## src/rtl/subtrator_serial.sv

```systemverilog
// subtrator_serial: bit-serial subtractor, a = soma - b (mod 2^WIDTH), LSB first.
// One full-subtractor cell, one borrow flop, operand shift registers and a bit
// counter, sequenced by a small IDLE/SHIFT/DONE FSM with a start/busy/done handshake.
//
// Optional build macro: SUBTRATOR_OVF_EN
//   defined   -> adds output ovf (signed two's-complement overflow of soma - b)
//   undefined -> no ovf port and no overflow logic
//
// State table
//   state   | meaning
//   S_IDLE  | waiting for start; a/borrow hold the last result
//   S_SHIFT | one bit per clock through the full-subtractor cell
//   S_DONE  | a/borrow just updated, done high for this single cycle

module subtrator_serial #(
  parameter int WIDTH = 4
) (
  input  logic             clk,
  input  logic             rst,
  input  logic             start,
  input  logic [WIDTH-1:0] soma,
  input  logic [WIDTH-1:0] b,
  output logic             busy,
  output logic             done,
  output logic [WIDTH-1:0] a,
  output logic             borrow
`ifdef SUBTRATOR_OVF_EN
  ,
  output logic             ovf
`endif
);

  localparam int CW = (WIDTH > 1) ? $clog2(WIDTH) : 1;
  localparam logic [CW-1:0] CNT_LAST = CW'(WIDTH - 1);

  typedef enum logic [1:0] {
    S_IDLE  = 2'd0,
    S_SHIFT = 2'd1,
    S_DONE  = 2'd2
  } state_t;

  state_t           state_q;
  logic [WIDTH-1:0] s_q;       // minuend shift register, LSB consumed first
  logic [WIDTH-1:0] b_q;       // subtrahend shift register
  logic [WIDTH-1:0] res_q;     // result shadow, filled from the MSB side
  logic [CW-1:0]    cnt_q;
  logic             br_q;      // running borrow between bit positions
  logic             busy_q;
  logic             done_q;
  logic [WIDTH-1:0] a_q;
  logic             borrow_q;

  logic             diff_d;
  logic             br_d;
  logic [WIDTH-1:0] res_d;

`ifdef SUBTRATOR_OVF_EN
  // Operand sign bits are shifted out of s_q/b_q, so keep a copy for the overflow test.
  logic             s_msb_q;
  logic             b_msb_q;
  logic             ovf_q;
`endif

  // Full-subtractor cell on the current LSBs plus the shadow register's next value.
  always_comb begin
    diff_d = s_q[0] ^ b_q[0] ^ br_q;
    br_d   = (~s_q[0] & b_q[0]) | (~(s_q[0] ^ b_q[0]) & br_q);
    res_d  = {diff_d, res_q[WIDTH-1:1]};
  end

  // Controlling FSM with all datapath registers and registered outputs.
  always_ff @(posedge clk or posedge rst) begin
    if (rst) begin
      state_q  <= S_IDLE;
      s_q      <= '0;
      b_q      <= '0;
      res_q    <= '0;
      cnt_q    <= '0;
      br_q     <= 1'b0;
      busy_q   <= 1'b0;
      done_q   <= 1'b0;
      a_q      <= '0;
      borrow_q <= 1'b0;
`ifdef SUBTRATOR_OVF_EN
      s_msb_q  <= 1'b0;
      b_msb_q  <= 1'b0;
      ovf_q    <= 1'b0;
`endif
    end else begin
      case (state_q)
        S_IDLE, S_DONE: begin
          done_q <= 1'b0;
          if (start) begin
            s_q     <= soma;
            b_q     <= b;
            res_q   <= '0;
            br_q    <= 1'b0;
            cnt_q   <= '0;
            busy_q  <= 1'b1;
            state_q <= S_SHIFT;
`ifdef SUBTRATOR_OVF_EN
            s_msb_q <= soma[WIDTH-1];
            b_msb_q <= b[WIDTH-1];
`endif
          end else begin
            busy_q  <= 1'b0;
            state_q <= S_IDLE;
          end
        end

        S_SHIFT: begin
          s_q   <= s_q >> 1;
          b_q   <= b_q >> 1;
          br_q  <= br_d;
          res_q <= res_d;
          cnt_q <= cnt_q + CW'(1);
          // Last bit: the completed word (including this bit) goes straight to a.
          if (cnt_q == CNT_LAST) begin
            a_q      <= res_d;
            borrow_q <= br_d;
            busy_q   <= 1'b0;
            done_q   <= 1'b1;
            state_q  <= S_DONE;
`ifdef SUBTRATOR_OVF_EN
            ovf_q    <= (s_msb_q != b_msb_q) && (diff_d != s_msb_q);
`endif
          end
        end

        default: begin
          busy_q  <= 1'b0;
          done_q  <= 1'b0;
          state_q <= S_IDLE;
        end
      endcase
    end
  end

  assign busy   = busy_q;
  assign done   = done_q;
  assign a      = a_q;
  assign borrow = borrow_q;
`ifdef SUBTRATOR_OVF_EN
  assign ovf    = ovf_q;
`endif

endmodule
```

## config.mk

```make
export PLATFORM = sky130hd
export DESIGN_NAME = subtrator_serial
export DESIGN_NICKNAME = d
export VERILOG_FILES = /design/src/rtl/subtrator_serial.sv
export SDC_FILE = /design/constraint.sdc
export NUM_CORES = 1
export LEC_CHECK = 0
export ABC_CLOCK_PERIOD_IN_PS = 4000
export CORE_ASPECT_RATIO = 1.5
export CORE_MARGIN = 3
export CORE_UTILIZATION = 35
export DETAILED_ROUTE_END_ITERATION = 6
export PLACE_DENSITY = 0.57
export SYNTH_ARGS = -nofsm -noshare
export SYNTH_HDL_FRONTEND = slang
export SYNTH_SLANG_ARGS = --single-unit
```

## constraint.sdc

```tcl
create_clock -name clk -period 4 [get_ports clk]
set_clock_uncertainty 0.15 [all_clocks]
set_input_delay 1 -clock clk [delete_from_list [all_inputs] [get_ports clk]]
set_output_delay 1 -clock clk [all_outputs]
set_load 0.01 [all_outputs]
```

==> results.sh <==
export IMPL_crit_slowest_cell="clkdlybuf4s50_1"
export IMPL_ys_warn_count=0
export IMPL_slew_headroom_pct=43.7
export IMPL_syn_nets=93
export IMPL_start_util_pct=37.0
export IMPL_hold_slack_ns=0.329
export IMPL_drv_cap=0
export IMPL_cts_clk_slew_worst_paths_ns=0.08
export IMPL_setup_viol=0
export IMPL_status="finished clean"
export IMPL_worstSkewPairLatency_ns=0.26
export IMPL_coreArea_um2=2710
export IMPL_clk_root_buffer_cell="clkbuf_8"
export IMPL_syn_cell_area_um2=1000
export IMPL_p_leak_nw=0.563
export IMPL_cp_end_kind="output port"
export IMPL_r2r_end="res_q[2]"
export IMPL_layout_commonest_cell="dfrtp_1"
export IMPL_antenna_found_initial=0
export IMPL_hold_class="register to register"
export IMPL_avgSynthCellArea_um2=12.5
export IMPL_vdd_drop_max_uv=398
export IMPL_cp_required_ns=2.85
export IMPL_synth_seq_cells=22
export IMPL_cpLargestDelayFamily="buffers and inverters"
export IMPL_fp_row_count=23
export IMPL_cts_tree="done"
export IMPL_slew_violations=0
export IMPL_period_needed_ns=2.53
export IMPL_die_area_um2=3550
export IMPL_reg2reg_slack_ns=2.21
export IMPL_p_per_area_nw_per_um2=807
export IMPL_synth_cells=80
export IMPL_cts_max_level=1
export IMPL_vias=628
export IMPL_worstSetupPathType="register to output port"
export IMPL_drt_wirelength_per_cell_um=13.0
export IMPL_grt_usage_pct=11.0
export IMPL_io_buffers=17
export IMPL_stdcell_area_um2=1240
export IMPL_path_cells="clkdlybuf4s50_1"
export IMPL_placed_area_um2=1170
export IMPL_first_pass_iters=3
export IMPL_worstHoldEndpoint="borrow"
export IMPL_grt_pass1_vias=606
export IMPL_crit_buf_inv=1
export IMPL_hold_viol=0
export IMPL_die_h_um=71.5
export IMPL_holdPathStages=2
export IMPL_drt_iter0_markers=12
export IMPL_grt_pass1_wl_um=3030
export IMPL_n_antenna_cell=0
export IMPL_final_cell_mix="dfrtp_1 (22), clkdlybuf4s50_1 (17), a22o_1 (6)"
export IMPL_grt_setup_unrepaired="false"
export IMPL_cts_max_path_buffers=2
export IMPL_min_period_over_period_pct=63.3
export IMPL_r2r_start="state_q[0]"
export IMPL_post_route_drc_count=0
export IMPL_cp_start_kind="register"
export IMPL_worst_slew_pin_slew_ns=0.843
export IMPL_max_freq_mhz=395
export IMPL_grt_max_degree=23
export IMPL_cts_buffers=3
export IMPL_postCtsHoldBufs=0
export IMPL_ios=18
export IMPL_routed_wl_um=1730
export IMPL_drive_gt1_share_pct=11.5
export IMPL_via_per_inst=4.72
export IMPL_worstHoldStart="borrow"
export IMPL_globalplace_congestion=0.789
export IMPL_syn_to_final_growth_pct=24.1
export IMPL_arrival_ns=1.38
export IMPL_cts_resized=0
export IMPL_cts_setup_buffers=0
export IMPL_nNetsFinal=110
export IMPL_max_stage_delay_ns=0.60
export IMPL_place_hpwl_um=1250
export IMPL_crit_fanout=8
export IMPL_overflow=0
export IMPL_ys_seq_area_share_pct=55.0
export IMPL_synth_distinct_cells=25
export IMPL_cts_sinks=22
export IMPL_drtAntennaViolNets=0
export IMPL_tns_ns=0
export IMPL_r2r_cells=3
export IMPL_fp_dieW_um=49.7
logic make-up after synthesis:
kind of cell,share of synthesized area (%)
compound gates,12.9
simple gates,12.2
flops,55.0
buf+inv,6.50
mux,10.1
fa+ha+maj,3.25
registers in the layout, summed over array words and instances, names as in the netlist:
name	flops
a	4
state_q	2
br_q	1
b_q	4
busy	1
res_q	3
borrow	1
cnt_q	2
s_q	4
power breakdown:
group	switching, mW	leakage [nW]	internal (mW)
registers	0.0820	0.274	0.323
clock network	0.0726	0.0357	0.134
logic	0.174	0.253	0.218
total	0.328	0.563	0.674
per-layer routing:
layer | up-vias | part of all wire, % | track usage [%]
li1 | 311 | - | -
met1 | 302 | 46 | 15.0
met2 | 13 | 49 | 16.5
met3 | 2 | 4.2 | 2.29
met4 | 0 | 0.93 | 5.54
met5 | - | 0 | 0
metrics by stage:
step,util [%],total power [mW],setup slack (ns),std cells
floorplan,-,0.715,2.32,80
global placement,43.3,0.800,1.63,129
detailed placement,43.3,0.807,1.60,129
CTS,45.9,1.02,1.44,133
global route,45.9,1.09,1.40,133
finish,45.9,1.00,1.47,133
worst register-to-register path: stages (launching register included):
cell and delay (ns):
dfrtp_1 0.63, nor2b_1 0.60, nor2_4 0.11, a22o_1 0.20
how the worst max path moves through the flow:
stage | start | endpoint | slack (ns) | cells after the start
3_5_place_dp | start | s_q[3] | 1.60 | 4
5_1_grt | state_q[1] | done | 1.40 | 1
6_report | state_q[1] | done | 1.47 | 1
4_1_cts | state_q[1] | done | 1.44 | 1
3_3_place_gp | start | res_q[1] | 1.63 | 4
2_1_floorplan | start | res_q[1] | 2.32 | 3
area by class of cell:
cell class	instances	area, um^2
clock buffers	3	41.3
multi-input cells	48	385
inverters	5	18.8
clock inverters	1	30.0
flip-flops and latches	22	551
fillers	267	1460
well taps	37	46.3
repair buffers	17	170
cells in the mapped netlist, drive strengths merged:
| cell type | count | area, um^2 |
|---|---|---|
| o22ai | 5 | 31.3 |
| nor3 | 4 | 20.0 |
| nand3 | 2 | 10.0 |
| fa | 1 | 20.0 |
| mux2 | 5 | 71.3 |
| nand2b | 2 | 12.5 |
| buf | 5 | 46.3 |
| a21oi | 2 | 10.0 |
| inv | 5 | 18.8 |
| a22o | 6 | 52.6 |
| o21ai | 4 | 20.0 |
| ha | 1 | 12.5 |
| nand3b | 1 | 20.0 |
| o31ai | 1 | 7.51 |
| nor2b | 3 | 26.3 |
| nor2 | 6 | 30.0 |
| a211oi | 1 | 7.51 |
| mux2i | 3 | 30.0 |
| dfrtp | 22 | 551 |
| nand2 | 1 | 3.75 |
Note: power is estimated with default switching activity, not from simulation.
